$ cat src/rtl/led_blink_ctrl_pkg.sv
// Shared definitions for the LED blink controller: mode encodings,
// configuration field widths and a small helper used by RTL and bench alike.
package led_blink_ctrl_pkg;

    // Channel operating mode, also used as the per-channel state.
    typedef logic [1:0] mode_t;

    localparam mode_t MODE_OFF   = 2'd0;
    localparam mode_t MODE_ON    = 2'd1;
    localparam mode_t MODE_BLINK = 2'd2;
    localparam mode_t MODE_BURST = 2'd3;

    // Width of the channel index field on the configuration port.
    localparam int CFG_CH_W = 4;
    // Width of the burst length field on the configuration port.
    localparam int BURST_W  = 8;

    // True for the modes that run off the shared tick (and report busy).
    function automatic logic mode_is_active(input mode_t m);
        return (m == MODE_BLINK) || (m == MODE_BURST);
    endfunction

endpackage

$ cat src/rtl/led_blink_ctrl_if.sv
// Configuration request channel of the LED blink controller: a single
// valid/ready handshake carrying channel index, mode, half-period and
// burst length.
interface led_blink_ctrl_if #(
    parameter int PER_W = 16
);
    import led_blink_ctrl_pkg::*;

    logic                cfg_valid;
    logic                cfg_ready;
    logic [CFG_CH_W-1:0] cfg_ch;
    mode_t               cfg_mode;
    logic [PER_W-1:0]    cfg_half_period;
    logic [BURST_W-1:0]  cfg_burst_len;

    // Requester side.
    modport master (
        output cfg_valid,
        output cfg_ch,
        output cfg_mode,
        output cfg_half_period,
        output cfg_burst_len,
        input  cfg_ready
    );

    // Controller side.
    modport slave (
        input  cfg_valid,
        input  cfg_ch,
        input  cfg_mode,
        input  cfg_half_period,
        input  cfg_burst_len,
        output cfg_ready
    );

endinterface

$ cat src/rtl/led_chan.sv
// One LED channel: holds the mode, a tick counter for the half-period,
// the remaining burst count and the registered led/done outputs.
module led_chan
    import led_blink_ctrl_pkg::*;
#(
    parameter int PER_W = 16
) (
    input  logic               sys_clk,
    input  logic               sys_rst_n,
    input  logic               tick_i,
    input  logic               load_i,
    input  mode_t              mode_i,
    input  logic [PER_W-1:0]   half_i,
    input  logic [BURST_W-1:0] burst_i,
    output logic               led_o,
    output logic               busy_o,
    output logic               done_o
);

    mode_t              mode_q, mode_d;
    logic [PER_W-1:0]   cnt_q,  cnt_d;
    logic [PER_W-1:0]   half_q, half_d;
    logic [BURST_W-1:0] rem_q,  rem_d;
    logic               led_q,  led_d;
    logic               done_q, done_d;

    logic               wrap;

    // The toggle point is the last tick of the half-period.
    assign wrap = (cnt_q == (half_q - PER_W'(1)));

    // Next-state: a load always wins over a tick arriving in the same cycle.
    always_comb begin
        mode_d = mode_q;
        cnt_d  = cnt_q;
        half_d = half_q;
        rem_d  = rem_q;
        led_d  = led_q;
        done_d = 1'b0;

        if (load_i) begin
            cnt_d  = '0;
            // A zero half-period would never reach its terminal count.
            half_d = (half_i == '0) ? PER_W'(1) : half_i;
            rem_d  = (mode_i == MODE_BURST) ? burst_i : '0;
            case (mode_i)
                MODE_ON: begin
                    mode_d = MODE_ON;
                    led_d  = 1'b1;
                end
                MODE_BLINK: begin
                    mode_d = MODE_BLINK;
                    led_d  = 1'b1;
                end
                MODE_BURST: begin
                    if (burst_i == '0) begin
                        // An empty burst finishes immediately.
                        mode_d = MODE_OFF;
                        led_d  = 1'b0;
                        done_d = 1'b1;
                    end else begin
                        mode_d = MODE_BURST;
                        led_d  = 1'b1;
                    end
                end
                default: begin
                    mode_d = MODE_OFF;
                    led_d  = 1'b0;
                end
            endcase
        end else if (tick_i && mode_is_active(mode_q)) begin
            if (wrap) begin
                cnt_d = '0;
                led_d = !led_q;
                // Each falling toggle in a burst ends one on/off cycle.
                if ((mode_q == MODE_BURST) && led_q) begin
                    rem_d = rem_q - BURST_W'(1);
                    if (rem_q == BURST_W'(1)) begin
                        mode_d = MODE_OFF;
                        done_d = 1'b1;
                    end
                end
            end else begin
                cnt_d = cnt_q + PER_W'(1);
            end
        end
    end

    // Channel state registers, cleared by the asynchronous reset.
    always_ff @(posedge sys_clk or negedge sys_rst_n) begin
        if (!sys_rst_n) begin
            mode_q <= MODE_OFF;
            cnt_q  <= '0;
            half_q <= '0;
            rem_q  <= '0;
            led_q  <= 1'b0;
            done_q <= 1'b0;
        end else begin
            mode_q <= mode_d;
            cnt_q  <= cnt_d;
            half_q <= half_d;
            rem_q  <= rem_d;
            led_q  <= led_d;
            done_q <= done_d;
        end
    end

    assign led_o  = led_q;
    assign busy_o = mode_is_active(mode_q);
    assign done_o = done_q;

endmodule

$ cat src/rtl/led_blink_ctrl.sv
// Multi-channel LED blink controller: a free-running prescaler produces a
// shared tick, the configuration handshake routes each request to one
// channel, and every channel runs independently in its own led_chan.
module led_blink_ctrl
    import led_blink_ctrl_pkg::*;
#(
    parameter int          CH_NUM   = 4,
    parameter logic [23:0] TICK_MAX = 24'd49_999,
    parameter int          PER_W    = 16
) (
    input  logic                sys_clk,
    input  logic                sys_rst_n,
    led_blink_ctrl_if.slave     cfg,
    output logic [CH_NUM-1:0]   led_out,
    output logic [CH_NUM-1:0]   busy,
    output logic [CH_NUM-1:0]   done
);

    logic [23:0] pre_q, pre_d;
    logic        ready_q, ready_d;
    logic        tick;
    logic        xfer;

    // One-cycle tick at the terminal count of the prescaler.
    assign tick = (pre_q == TICK_MAX);

    // Prescaler next count: wrap at the terminal count.
    always_comb begin
        pre_d = tick ? 24'd0 : (pre_q + 24'd1);
    end

    // Once out of reset the controller always accepts requests.
    assign ready_d = 1'b1;

    // Prescaler and ready flag; ready rises on the first edge after reset.
    always_ff @(posedge sys_clk or negedge sys_rst_n) begin
        if (!sys_rst_n) begin
            pre_q   <= 24'd0;
            ready_q <= 1'b0;
        end else begin
            pre_q   <= pre_d;
            ready_q <= ready_d;
        end
    end

    assign cfg.cfg_ready = ready_q;
    assign xfer          = cfg.cfg_valid && ready_q;

    // Requests addressed beyond CH_NUM match no channel and are dropped.
    generate
        for (genvar gi = 0; gi < CH_NUM; gi++) begin : g_chan
            logic load;

            assign load = xfer && (cfg.cfg_ch == CFG_CH_W'(gi));

            led_chan #(
                .PER_W (PER_W)
            ) u_chan (
                .sys_clk   (sys_clk),
                .sys_rst_n (sys_rst_n),
                .tick_i    (tick),
                .load_i    (load),
                .mode_i    (cfg.cfg_mode),
                .half_i    (cfg.cfg_half_period),
                .burst_i   (cfg.cfg_burst_len),
                .led_o     (led_out[gi]),
                .busy_o    (busy[gi]),
                .done_o    (done[gi])
            );
        end
    endgenerate

endmodule

$ cat src/flat_wrapper.sv
// flat-port wrapper written by rule: the top's interface ports become plain ports
module led_blink_ctrl_flat import led_blink_ctrl_pkg::*;
#(
    parameter int          CH_NUM   = 4,
    parameter logic [23:0] TICK_MAX = 24'd49_999,
    parameter int          PER_W    = 16
)
  (sys_clk, sys_rst_n, led_out, busy, done, cfg_cfg_valid, cfg_cfg_ch, cfg_cfg_mode, cfg_cfg_half_period, cfg_cfg_burst_len, cfg_cfg_ready);
  led_blink_ctrl_if #(.PER_W(PER_W)) cfg_i ();
  input  logic sys_clk;
  input  logic sys_rst_n;
  output logic [CH_NUM-1:0] led_out;
  output logic [CH_NUM-1:0] busy;
  output logic [CH_NUM-1:0] done;
  input wire logic [$bits(cfg_i.cfg_valid)-1:0] cfg_cfg_valid;
  input wire logic [$bits(cfg_i.cfg_ch)-1:0] cfg_cfg_ch;
  input wire logic [$bits(cfg_i.cfg_mode)-1:0] cfg_cfg_mode;
  input wire logic [$bits(cfg_i.cfg_half_period)-1:0] cfg_cfg_half_period;
  input wire logic [$bits(cfg_i.cfg_burst_len)-1:0] cfg_cfg_burst_len;
  output wire logic [$bits(cfg_i.cfg_ready)-1:0] cfg_cfg_ready;
  assign cfg_i.cfg_valid = cfg_cfg_valid;
  assign cfg_i.cfg_ch = cfg_cfg_ch;
  assign cfg_i.cfg_mode = cfg_cfg_mode;
  assign cfg_i.cfg_half_period = cfg_cfg_half_period;
  assign cfg_i.cfg_burst_len = cfg_cfg_burst_len;
  assign cfg_cfg_ready = cfg_i.cfg_ready;
  led_blink_ctrl #(.CH_NUM(CH_NUM), .TICK_MAX(TICK_MAX), .PER_W(PER_W)) u_core (.sys_clk(sys_clk), .sys_rst_n(sys_rst_n), .cfg(cfg_i), .led_out(led_out), .busy(busy), .done(done));
endmodule
$ cat config.mk
export PLATFORM = sky130hd
export DESIGN_NAME = led_blink_ctrl_flat
export DESIGN_NICKNAME = d
export VERILOG_FILES = /design/src/rtl/led_blink_ctrl_pkg.sv /design/src/rtl/led_blink_ctrl_if.sv /design/src/rtl/led_chan.sv /design/src/rtl/led_blink_ctrl.sv /design/src/flat_wrapper.sv
export SDC_FILE = /design/constraint.sdc
export NUM_CORES = 1
export LEC_CHECK = 0
export CAP_MARGIN = 10
export CORE_MARGIN = 3
export CORE_UTILIZATION = 25
export DETAILED_ROUTE_END_ITERATION = 8
export DONT_BUFFER_PORTS = 1
export GPL_TIMING_DRIVEN = 0
export PLACE_DENSITY = 0.48
export SLEW_MARGIN = 20
export SYNTH_ARGS = -nofsm -noshare
export SYNTH_HDL_FRONTEND = slang
export SYNTH_SLANG_ARGS = --single-unit
export TNS_END_PERCENT = 5
$ cat constraint.sdc
create_clock -name sys_clk -period 5.3 [get_ports sys_clk]
set_input_delay 1.06 -clock sys_clk [delete_from_list [all_inputs] [get_ports sys_clk]]
set_output_delay 1.06 -clock sys_clk [all_outputs]
set_load 0.01 [all_outputs]
# Yosys cells after proc, flatten, opt, wreduce, memory -nomap -nowiden
# Cells that the tools add are included.
# word_totals
out_inout_bits	13
mem_bits_ro	0
ff_bits	201
memories	0
ramBits	0
latchBits	0
# op_classes
eq_ne	23
n_reduce_logical	53
n_shift	0
n_mux	89
n_mul	0
magnitude_cmp	0
n_bitwise	0
div	0
add_sub_neg	13
# ops
cell	n
two-way mux 16 bit	13
two-way mux 8 bit	17
adder 16 x 1 -> 16 bit, second input constant	4
equality test 16 bit	4
subtractor 16 x 1 -> 16 bit, second input constant	4
two-way mux 2 bit	21
two-way mux 1 bit	35
equality test 8 x 1 -> 1 bit, second input constant	4
nonzero test 2 bit	16
subtractor 8 x 1 -> 8 bit, second input constant	4
adder 24 x 1 -> 24 bit, second input constant	1
equality test 24 x 16 -> 1 bit, second input constant	1
two-way mux 24 bit	1
equality test 2 bit, second input constant	10
logical NOT 16 bit	1
AND reduction 4 bit	4
logical AND 1 bit	13
AND reduction 3 bit	4
equality test 4 x 2 -> 1 bit, second input constant	2
logical NOT 8 bit	1
AND reduction 2 bit	4
case mux 2 bit (3 select lines)	1
equality test 4 x 1 -> 1 bit, second input constant	1
logical NOT 1 bit	4
other kinds (5)	8

# Longest topological paths before layout
# Gate-level depths: netlist of the first run.
# depth
word_depth	6
mapped_depth	13
ltp_nobuf	10

# By module
# Synthesis of the first run repeated with hierarchy kept, for this count alone.
# hier_totals
hier_cells	1436
area_unflattened_um2	12985.0
# modules_own_cells
module	area_per_inst_um2	seq_area_each_um2	cells_each	instances
led_chan (u_core.g_chan[0].u_chan ...)	2899.0	1101.1	319	3
led_chan (u_core.g_chan[3].u_chan)	3108.0	1101.1	366	1
led_blink_ctrl	1179.9	625.6	113	1

# Worst setup path before layout of the first run
# No wires, ideal clock.
# synth_timing
kind	register -> register
start	register u_core.g_chan[1].u_chan.half_q[0]
end	register u_core.g_chan[1].u_chan.cnt_q[3]
period_less_slack_ps	3169
setup_ps	121
n_path_buf	3
t_arrival_ps	3048
path_slack_ps	2131
path_stages_with_launch	14
cell_sequence	dfrtp_1 -> clkbuf_1 -> inv_1 -> ha_1 -> or4_1 -> or4_1 -> o21ai_0 -> nand3b_1 -> a211o_1 -> buf_2 -> or2_1 -> buf_2 -> a31o_1 -> a22o_1
# synth_between
elab_chain_cells	5
# synth_lines
element	line_no	text
start, declared	led_chan.sv:22	logic [PER_W-1:0] half_q, half_d;
start signal, assigned	led_chan.sv:101	half_q <= half_d;
subtractor 16 x 1 -> 16 bit	led_chan.sv:30	assign wrap = (cnt_q == (half_q - PER_W'(1)));
equality test 16 bit	led_chan.sv:30	
two-way mux 16 bit	led_chan.sv:72	if (wrap) begin
two-way mux 16 bit	led_chan.sv:71	end else if (tick_i && mode_is_active(mode_q)) begin
two-way mux 16 bit	led_chan.sv:41	if (load_i) begin
end signal, assigned	led_chan.sv:100	cnt_q <= cnt_d;
end, declared	led_chan.sv:21	logic [PER_W-1:0] cnt_q, cnt_d;
# No other way between the ends. The select of a mux whose other input is x is not followed.
# A chain may end at the register's enable or synchronous reset.

# Worst setup path in the final report of the first run
# layout_timing
start	register u_core.g_chan[1].u_chan.half_q[0]
end	register u_core.g_chan[1].u_chan.mode_q[0]
# layout_between
elab_chain_cells	4
# layout_lines
element	line_no	text
subtractor 16 x 1 -> 16 bit	led_chan.sv:30	
equality test 16 bit	led_chan.sv:30	
nonzero test 2 bit (no source line)	-	
AND reduction 4 bit (no source line)	-	
end signal, assigned	led_chan.sv:99	mode_q <= mode_d;
end, declared	led_chan.sv:20	mode_t mode_q, mode_d;
# No other way between the ends.

==> flow_metrics.tcl, run 1 <==
set metrics [dict create \
    synth-edff-count 0 \
    required_ns 5.68 \
    antennaDiodeCount 0 \
    antenna_found_initial 3 \
    numCtsBuffers 26 \
    synth_cell_types 77 \
    ctsResizeCount 0 \
    placed_cells 2116 \
    clkTransAtPathRegs_ns 0.06 \
    grt_max_degree 202 \
    avgSynthCellArea_um2 8.44 \
    drive_above_1_share_pct 6.91 \
    clkLatencyLatePin_ns 0.54 \
    crit_arrival_ns 4.18 \
    portBuffers 0 \
    cts_htree_levels 1 \
    first_iter_violations 698 \
    dieArea_um2 52000 \
    die_y_um 228 \
    start_kind "register" \
    hold_ws_ns 0.227 \
    fmax_ghz 0.263 \
    yosys.area_share.adder_pct 1.93 \
    rsz0062_at_grt "no" \
    hp-class "input port to asynchronous set/reset pin" \
    grt_pass1_vias 10200 \
    grt_usage_pct 13.5 \
    p_leak_nw 5.83 \
    layout_setup_ws_ns 1.50 \
    yosysSeqAreaShare_pct 40.8 \
    cts_hold_buf 0 \
    grt_overflow 0 \
    fp-row-count 80 \
    final_cell_mix "nand2_1, dfrtp_1, nor2_1, xnor2_1, nand3_1" \
    dpl_cell_area_um2 13100 \
    wl_per_cell_um 16.5 \
    initial_core_util_pct 25.5 \
    endpoint_kind "register" \
    ios 46 \
    critical_path_class "register to register" \
    maxCapViolCount 0 \
    vdd_ir_drop_max_mv 0.270 \
    fill_cells 5210 \
    crit_family "simple AND/OR/NAND/NOR gates" \
    worst_pin_slew_ns 0.992 \
    synthXorXnorAreaFrac_pct 10.2 \
    root_buffer "clkbuf_16" \
    status "completed" \
    path_cells "clkbuf_1, inv_1, ha_1, nor3b_1, nand4_1, xnor2_1, a211oi_1, o211ai_1, or2_1, buf_2, nor3_2, o22ai_1" \
    final-setup-viol-count 0 \
    p_per_area_nw_per_um2 334 \
    final_antenna_net_count 0 \
    grt_pass1_wl_mm 57.7 \
    synth_compound_area_share_pct 11.3 \
    cts_tree "done" \
    wl_mm 35.7 \
    drc 0 \
    layout_commonest_cell "nand2_1" \
    syn_nets 1512 \
    vias 10400 \
    finalHoldViolCount 0 \
    syn_area_um2 12300 \
    ys_warn_count 0 \
    die_w_um 228 \
    synthArstFlopShare_pct 100 \
    relSlewSlack_pct 33.3 \
    synth-seq-cells 201 \
    netlist_instances 1460 \
    core_area_um2 48200 \
    cp_max_fo 10 \
    yosys.area_share.simple_pct 30.6 \
    place.gp.congestion 0.847 \
    muxShareOfSynthArea_pct 0.863 \
    fin_crit_sh_pct 71.7 \
    syn_to_final_growth_pct 13.9 \
    cts.sinks 201 \
    finalNonFillerCells 2162 \
    fin_area_um2 14000 \
    cp_slowest_cell "nor3b_1" \
    skew_ns 0.0188 \
    synth_top_family_by_area "simple AND/OR/NAND/NOR gates" \
    nets 1540 \
    hpwl_mm 25.9 \
    finalSetupTns_ns 0 \
    ys_dominant_reg_cell "dfrtp_1" \
    post_cts.repair.setup_buffers 0 \
    clockBufferDepth 3 \
    vias_per_cell 4.83 \
    dp_slack_ns 1.47 \
    fin_crit_ns 3.80 \
    first_pass_iters 5 \
    slew_viol_final 0 \
    max_stage_delay_ns 0.71 \
    critical_path_buf_inv_count 3 \
]
-- kinds of logic after synthesis --
logic type,Yosys count
AO/OA/AOI/OAI,219
XOR/XNOR,142
adder cells (fa/ha/maj),19
buffers and inverters,123
flip-flops,201
multiplexers,10
other,1
AND/OR/NAND/NOR,745
-- metal layers --
| metal | GRT usage [%] | vias to the layer above | routed length [um] |
|---|---|---|---|
| met1 | 18.6 | 5021 | 16900 |
| met4 | 2.58 | 2 | 614 |
| met5 | 0 | - | 13 |
| li1 | - | 5152 | - |
| met3 | 2.79 | 44 | 1910 |
| met2 | 22.1 | 225 | 16300 |
-- synthesized netlist by cell type (8+ instances only) --
cell type / n / area [um^2]
a21oi_1: 38 / 190
a22o_1: 14 / 123
a31oi_1: 13 / 81.3
and3_1: 30 / 188
buf_4: 12 / 90.1
clkbuf_1: 63 / 236
dfrtp_1: 201 / 5030
ha_1: 19 / 238
inv_1: 36 / 135
nand2_1: 283 / 1060
nand2b_1: 13 / 81.3
nand3_1: 82 / 410
nand3b_1: 8 / 60.1
nand4_1: 27 / 169
nand4b_1: 10 / 87.6
nor2_1: 94 / 353
nor2b_1: 25 / 156
nor3_1: 37 / 185
nor3b_1: 10 / 75.1
nor4_1: 41 / 257
o21ai_0: 75 / 375
o21ai_1: 9 / 45.0
or2_2: 10 / 62.6
or3_1: 23 / 144
or4_1: 15 / 113
xnor2_1: 86 / 753
xor2_1: 55 / 482
-- worst paths after layout --
kind	from	to	slack, ns	cells past startpoint
worst max-delay path	u_core.g_chan[1].u_chan.half_q[0]	u_core.g_chan[1].u_chan.mode_q[0]	1.50	12
worst min-delay path	sys_rst_n	u_core.g_chan[0].u_chan.cnt_q[6]	0.23	0
worst max register to register	u_core.g_chan[1].u_chan.half_q[0]	u_core.g_chan[1].u_chan.mode_q[0]	1.50	12
worst min register to register	u_core.pre_q[0]	u_core.pre_q[0]	0.48	1
max in group asynchronous	sys_rst_n	u_core.g_chan[2].u_chan.half_q[13]	4.73	0
min in group sys_clk	u_core.pre_q[0]	u_core.pre_q[0]	0.48	1
-- worst register-to-register path: stages (launching register included) --
cell	delay (ns)
dfrtp_1	0.35
clkbuf_1	0.21
inv_1	0.11
ha_1	0.30
nor3b_1	0.71
nand4_1	0.21
xnor2_1	0.19
a211oi_1	0.22
o211ai_1	0.39
or2_1	0.35
buf_2	0.17
nor3_2	0.29
o22ai_1	0.13
-- state kept, by name, indices dropped and copies added (netlist names) --
register,cells
u_core.g_chan.u_chan.cnt_q,64
u_core.g_chan.u_chan.half_q,64
u_core.g_chan.u_chan.rem_q,32
u_core.pre_q,24
u_core.g_chan.u_chan.mode_q,8
u_core.g_chan.u_chan.done_o,4
u_core.g_chan.u_chan.led_o,4
u_core.cfg.cfg_ready,1
-- where the power goes --
| part | total, mW | switching (mW) | internal, mW |
|---|---|---|---|
| Combinational | 0.939 | 0.513 | 0.427 |
| Clock | 1.81 | 0.697 | 1.11 |
| Sequential | 1.94 | 0.228 | 1.71 |
| Total | 4.69 | 1.44 | 3.25 |
-- area by class of cell --
class                   count  area [um^2]  area share (%)
multi-input cells        1136         6770            48.3
flip-flops and latches    201         5030            35.8
clock buffers              40          825            5.87
well taps                 656          821            5.85
plain buffers              87          388            2.76
inverters                  36          135           0.963
clock inverters             6         66.3           0.472
-- stage by stage --
| step | power, mW | util [%] |
|---|---|---|
| floorplan | 2.66 | - |
| global placement | 2.89 | 27.3 |
| detailed placement | 2.90 | 27.3 |
| CTS | 4.75 | 29.1 |
| global route | 4.97 | 29.1 |
| finish | 4.69 | 29.1 |
Power figures use the tool's default switching activity.
==> run 2, diff against run 1 <==
--- a/config.mk
+++ b/config.mk
@@ -11,7 +11,7 @@
 export DETAILED_ROUTE_END_ITERATION = 8
 export DONT_BUFFER_PORTS = 1
 export GPL_TIMING_DRIVEN = 0
-export PLACE_DENSITY = 0.48
+export PLACE_DENSITY = 0.5
 export SLEW_MARGIN = 20
 export SYNTH_ARGS = -nofsm -noshare
 export SYNTH_HDL_FRONTEND = slang
==> constraint.sdc (replaced) <==
create_clock -name sys_clk -period 3.4 [get_ports sys_clk]
set_input_delay 0.68 -clock sys_clk [delete_from_list [all_inputs] [get_ports sys_clk]]
set_output_delay 0.68 -clock sys_clk [all_outputs]
set_load 0.01 [all_outputs]
==> run 2 against run 1 <==
Compared with the run above: the flow now finishes with violations (hold timing); clock power is 57% higher; cell count up 0.19%; sequential power up 57%; die area unchanged; global-route usage is 0.091 points higher; combinational power is 59% higher; cell area rose by 0.97%; fmax rose by 12%; hold slack lost 0.37 ns; first-iteration DRC count fell by 3.9%; via count is 1.9% higher.
==> flow_metrics.tcl, run 2 (synthesis results as in run 1) <==
set metrics [dict create \
    slew_viol_final 0 \
    fin_area_um2 14200 \
    power_frac_clock_pct 38.6 \
    grt_pass1_vias 10300 \
    fp-row-count 80 \
    numCtsBuffers 26 \
    p_per_area_nw_per_um2 521 \
    skew_ns 0.0214 \
    syn_to_final_growth_pct 15.0 \
    drive_above_1_share_pct 8.61 \
    crit_arrival_ns 3.78 \
    clockBufferDepth 3 \
    place.gp.congestion 0.825 \
    max_stage_delay_ns 0.56 \
    p_int_mw 5.09 \
    worst_pin_slew_ns 0.875 \
    rsz0062_at_grt "yes" \
    clkTransAtPathRegs_ns 0.06 \
    p_sw_share_pct 31.0 \
    finalSetupTns_ns 0 \
    portBuffers 0 \
    cts_htree_levels 1 \
    initial_core_util_pct 25.5 \
    vdd_ir_drop_max_mv 0.350 \
    critical_path_buf_inv_count 1 \
    wl_mm 36.3 \
    finalHoldViolCount 180 \
    crit_family "simple AND/OR/NAND/NOR gates" \
    start_kind "register" \
    power.switching_mw 2.29 \
    endpoint_kind "register" \
    fmax_ghz 0.296 \
    layout_commonest_cell "nand2_1" \
    antennaDiodeCount 0 \
    first_iter_violations 671 \
    cp_slowest_cell "or4_1" \
    nets 1543 \
    grt_overflow 0 \
    ios 46 \
    final_cell_mix "nand2_1, dfrtp_1, nor2_1, xnor2_1, nand3_1" \
    clkLatencyLatePin_ns 0.54 \
    pwr-share-comb_pct 20.1 \
    relSlewSlack_pct 40.0 \
    p_leak_nw 5.90 \
    fin_crit_sh_pct 99.3 \
    violations "hold timing" \
    die_y_um 228 \
    placed_cells 2116 \
    hp-class "input port to asynchronous set/reset pin" \
    die_w_um 228 \
    hpwl_mm 25.8 \
    wl_per_cell_um 16.7 \
    grt_pass1_wl_mm 58.4 \
    drc 0 \
    reg.largest.list "u_core.g_chan.u_chan.cnt_q: 64 flops, u_core.g_chan.u_chan.half_q: 64 flops, u_core.g_chan.u_chan.rem_q: 32 flops" \
    root_buffer "clkbuf_16" \
    vias 10600 \
    final-setup-viol-count 0 \
    path_cells "or3_1, clkbuf_1, xnor2_1, or4_1, nor4_2, nand4_2, or3_1, o21ai_1" \
    critical_path_class "register to register" \
    status "finished, violations left" \
    hold_ws_ns -0.139 \
    cts_tree "done" \
    fin_crit_ns 3.38 \
    total_power_mw 7.38 \
    dieArea_um2 52000 \
    first_pass_iters 4 \
    seq_power_share_pct 41.2 \
    dpl_cell_area_um2 13100 \
    finalNonFillerCells 2166 \
    antenna_found_initial 1 \
    core_area_um2 48200 \
    maxCapViolCount 0 \
    grt_usage_pct 13.6 \
    crit_top_cell "or3_1" \
    grt_max_degree 202 \
    required_ns 3.81 \
    cts.sinks 201 \
    vias_per_cell 4.91 \
    cp_max_fo 9 \
    final_antenna_net_count 0 \
]
[run 2: changes by cell type in the layout (fill, tap and decap cells not counted), moves of 3 or more]
cell / delta
nor4_1: -4
clkbuf_8: -7
buf_4: +7
o21ai_0: -3
nor4_2: +3
clkbuf_1: -5
clkbuf_2: +4
clkinv_2: +6
buf_2: -3
[run 2: stage by stage]
step	utilization [%]	setup slack, ns
floorplan	-	0.231
global placement	27.3	-0.445
global route	29.4	-0.0763
CTS	29.2	0.00270
finish	29.4	0.0233
detailed placement	27.3	-0.479
[run 2: power by group through the flow]
stage / combinational (mW) / clock, mW / sequential (mW)
4_1_cts: 1.47 / 2.92 / 3.03
2_1_floorplan: 1.20 / 0 / 2.95
6_report: 1.49 / 2.85 / 3.04
3_5_place_dp: 1.46 / 0 / 3.06
3_3_place_gp: 1.43 / 0 / 3.05
5_1_grt: 1.69 / 3.01 / 3.09
[run 2: per-layer routing]
layer,vias to the layer above,GRT usage (%),part of all wire (%)
met5,-,0,0.025
met2,239,21.8,46
met4,2,3.10,2.3
met3,49,3.23,6.1
met1,5195,18.6,46
li1,5156,-,-
[run 2: final timing paths]
check	start	end	slack [ns]	cells past startpoint
max	u_core.g_chan[0].u_chan.half_q[2]	u_core.g_chan[0].u_chan.done_o	0.02	8
min	sys_rst_n	u_core.g_chan[3].u_chan.cnt_q[6]	-0.14	0
max reg2reg	u_core.g_chan[0].u_chan.half_q[2]	u_core.g_chan[0].u_chan.done_o	0.02	8
min reg2reg	u_core.pre_q[0]	u_core.pre_q[0]	0.49	1
max in group asynchronous	sys_rst_n	u_core.g_chan[1].u_chan.half_q[1]	2.93	0
min in group sys_clk	cfg_cfg_half_period[14]	u_core.g_chan[2].u_chan.half_q[14]	0.24	2
[run 2: area by class of cell]
| type | count | area, um^2 |
|---|---|---|
| repair buffers | 5 | 37.5 |
| flip-flops and latches | 201 | 5030 |
| inverters | 36 | 135 |
| clock buffers | 33 | 728 |
| plain buffers | 85 | 393 |
| clock inverters | 14 | 154 |
| well taps | 656 | 821 |
| fillers | 5248 | 34100 |
| multi-input cells | 1136 | 6870 |
[run 2: repair_timing]
item | CTS | global route
pin swaps | 0 | 5
resized for setup | 12 | 22
hold endpoints to repair | 201 | 201
setup endpoints to repair | 70 | 86
setup buffers | 0 | 5
[run 2: worst reg2reg max path, cell delays in order (launching register included)]
cell	delay (ns)
dfrtp_1	0.48
or3_1	0.34
clkbuf_1	0.19
xnor2_1	0.16
or4_1	0.56
nor4_2	0.40
nand4_2	0.34
or3_1	0.48
o21ai_1	0.30
==> run 3, diff against run 2 <==
--- a/config.mk
+++ b/config.mk
@@ -12,7 +12,8 @@
 export DONT_BUFFER_PORTS = 1
 export GPL_TIMING_DRIVEN = 0
 export PLACE_DENSITY = 0.5
-export SLEW_MARGIN = 20
+export SETUP_SLACK_MARGIN = 0.02
+export SLEW_MARGIN = 0
 export SYNTH_ARGS = -nofsm -noshare
 export SYNTH_HDL_FRONTEND = slang
 export SYNTH_SLANG_ARGS = --single-unit
==> run 3 against run 2 <==
Compared with the run above: the flow finishes with violations (hold timing, setup timing); clock skew down 0.0030 ns; cell count about the same; fmax down 0.87%; via count down 0.43%; non-clock buffer count up 1; clock-buffer cell count unchanged; flip-flop and latch count unchanged.
==> flow_metrics.tcl, run 3 (synthesis results as in run 1) <==
set metrics [dict create \
    status "finished, violations left" \
    violations "hold timing, setup timing" \
    root_buffer "clkbuf_16" \
    p_per_area_nw_per_um2 520 \
    reg.largest.list "u_core.g_chan.u_chan.cnt_q: 64 flops, u_core.g_chan.u_chan.half_q: 64 flops, u_core.g_chan.u_chan.rem_q: 32 flops" \
    rr_startpoint "u_core.g_chan[0].u_chan.half_q[2]" \
    core_area_um2 48200 \
    finalSetupTns_ns -0.00631 \
    antenna_found_initial 1 \
    finalHoldViolCount 201 \
    seq_power_share_pct 41.2 \
    clockBufferDepth 3 \
    clkLatencyLatePin_ns 0.54 \
    first_iter_violations 703 \
    drc 0 \
    cts_tree "done" \
    rrSetupSlack_ns -0.006 \
    fin_crit_ns 3.41 \
    die_w_um 228 \
    grt_usage_pct 13.6 \
    p_leak_nw 5.91 \
    fin_crit_sh_pct 100 \
    syn_to_final_growth_pct 15.2 \
    finalNonFillerCells 2167 \
    slew_viol_final 0 \
    final_antenna_net_count 0 \
    portBuffers 0 \
    p_sw_share_pct 31.1 \
    fp-row-count 80 \
    vias_per_cell 4.89 \
    required_ns 3.81 \
    wl_per_cell_um 16.7 \
    worst_pin_slew_ns 0.884 \
    layout_commonest_cell "nand2_1" \
    endpoint_kind "register" \
    grt_pass1_vias 10300 \
    ios 46 \
    clkTransAtPathRegs_ns 0.06 \
    maxCapViolCount 0 \
    critical_path_class "register to register" \
    p_int_mw 5.09 \
    hpwl_mm 25.8 \
    numCtsBuffers 26 \
    layout_setup_ws_ns -0.00631 \
    grt_overflow 0 \
    vdd_ir_drop_max_mv 0.347 \
    start_kind "register" \
    first_pass_iters 5 \
    placed_cells 2116 \
    initial_core_util_pct 25.5 \
    dpl_cell_area_um2 13100 \
    relSlewSlack_pct 39.4 \
    crit_start "u_core.g_chan[0].u_chan.half_q[2]" \
    fill_cells 5243 \
    nets 1544 \
    drive_above_1_share_pct 8.80 \
    final_cell_mix "nand2_1, dfrtp_1, nor2_1, xnor2_1, nand3_1" \
    pwr-share-comb_pct 20.3 \
    die_y_um 228 \
    power.switching_mw 2.30 \
    cts.sinks 201 \
    dp_slack_ns -0.479 \
    power_frac_clock_pct 38.6 \
    cts_htree_levels 1 \
    total_power_mw 7.39 \
    hold_ws_ns -0.136 \
    crit_arrival_ns 3.81 \
    cp_max_fo 9 \
    antennaDiodeCount 0 \
    fin_area_um2 14200 \
    rsz0062_at_grt "yes" \
    hp-class "input port to asynchronous set/reset pin" \
    grt_pass1_wl_mm 58.4 \
    final-setup-viol-count 1 \
    grt_max_degree 202 \
    skew_ns 0.0184 \
    vias 10600 \
    dieArea_um2 52000 \
    fmax_ghz 0.294 \
    place.gp.congestion 0.825 \
    wl_mm 36.3 \
]
run 3: cell types whose count changed in the layout (fill, tap and decap cells not counted), sizes merged:
cell    before  now
buf         27   29
clkbuf      96   95
run 3: layout make-up:
cell class | instances | area (um^2) | area share (%)
Multi-Input combinational cell | 1136 | 6890 | 48.5
Buffer | 85 | 390 | 2.75
Clock inverter | 14 | 154 | 1.08
Timing Repair Buffer | 6 | 57.6 | 0.405
Clock buffer | 33 | 728 | 5.13
Tap cell | 656 | 821 | 5.78
Sequential cell | 201 | 5030 | 35.4
Inverter | 36 | 135 | 0.951
run 3: repair_timing:
action / CTS / global route
setup buffers: 2 / 4
setup endpoints to repair: 70 / 90
resized for setup: 14 / 21
gates cloned: 0 / 0
pin swaps: 0 / 6
endpoints found under the hold margin: 201 / 201
run 3: path summary, 6_finish.rpt:
path,end,depth (start not counted)
max in group asynchronous,u_core.g_chan[1].u_chan.half_q[1],0
hold reg to reg,u_core.pre_q[0],1
hold / removal,u_core.g_chan[3].u_chan.cnt_q[6],0
min in group sys_clk,u_core.g_chan[2].u_chan.half_q[14],2
setup / recovery,u_core.g_chan[0].u_chan.done_o,8
setup reg to reg,u_core.g_chan[0].u_chan.done_o,8
run 3: through the flow:
stage / utilization [%] / hold WS (ns)
floorplan: - / 0.384
global placement: 27.3 / 0.404
detailed placement: 27.3 / 0.405
CTS: 29.2 / -0.166
global route: 29.4 / -0.159
finish: 29.4 / -0.136
run 3: power groups by stage:
stage / clock (mW) / combinational [mW] / sequential [mW]
final: 2.85 / 1.50 / 3.04
after floorplan: 0 / 1.20 / 2.95
after global placement: 0 / 1.43 / 3.05
after detailed placement: 0 / 1.46 / 3.06
after global routing: 3.01 / 1.70 / 3.09
after CTS: 2.92 / 1.48 / 3.02
run 3: critical path: stages (launching register included):
cell and delay [ns]:
dfrtp_1 0.48, or3_1 0.34, clkbuf_1 0.19, xnor2_1 0.16, or4_1 0.56, nor4_2 0.42, nand4_2 0.36, or3_1 0.48
o21ai_1 0.30
run 3: layer usage:
metal | GRT usage, % | up-vias | wire length [um]
met2 | 21.8 | 209 | 16500
met4 | 3.10 | 2 | 838
met1 | 18.6 | 5171 | 16900
li1 | - | 5162 | -
met5 | 0 | - | 9
met3 | 3.23 | 51 | 2000
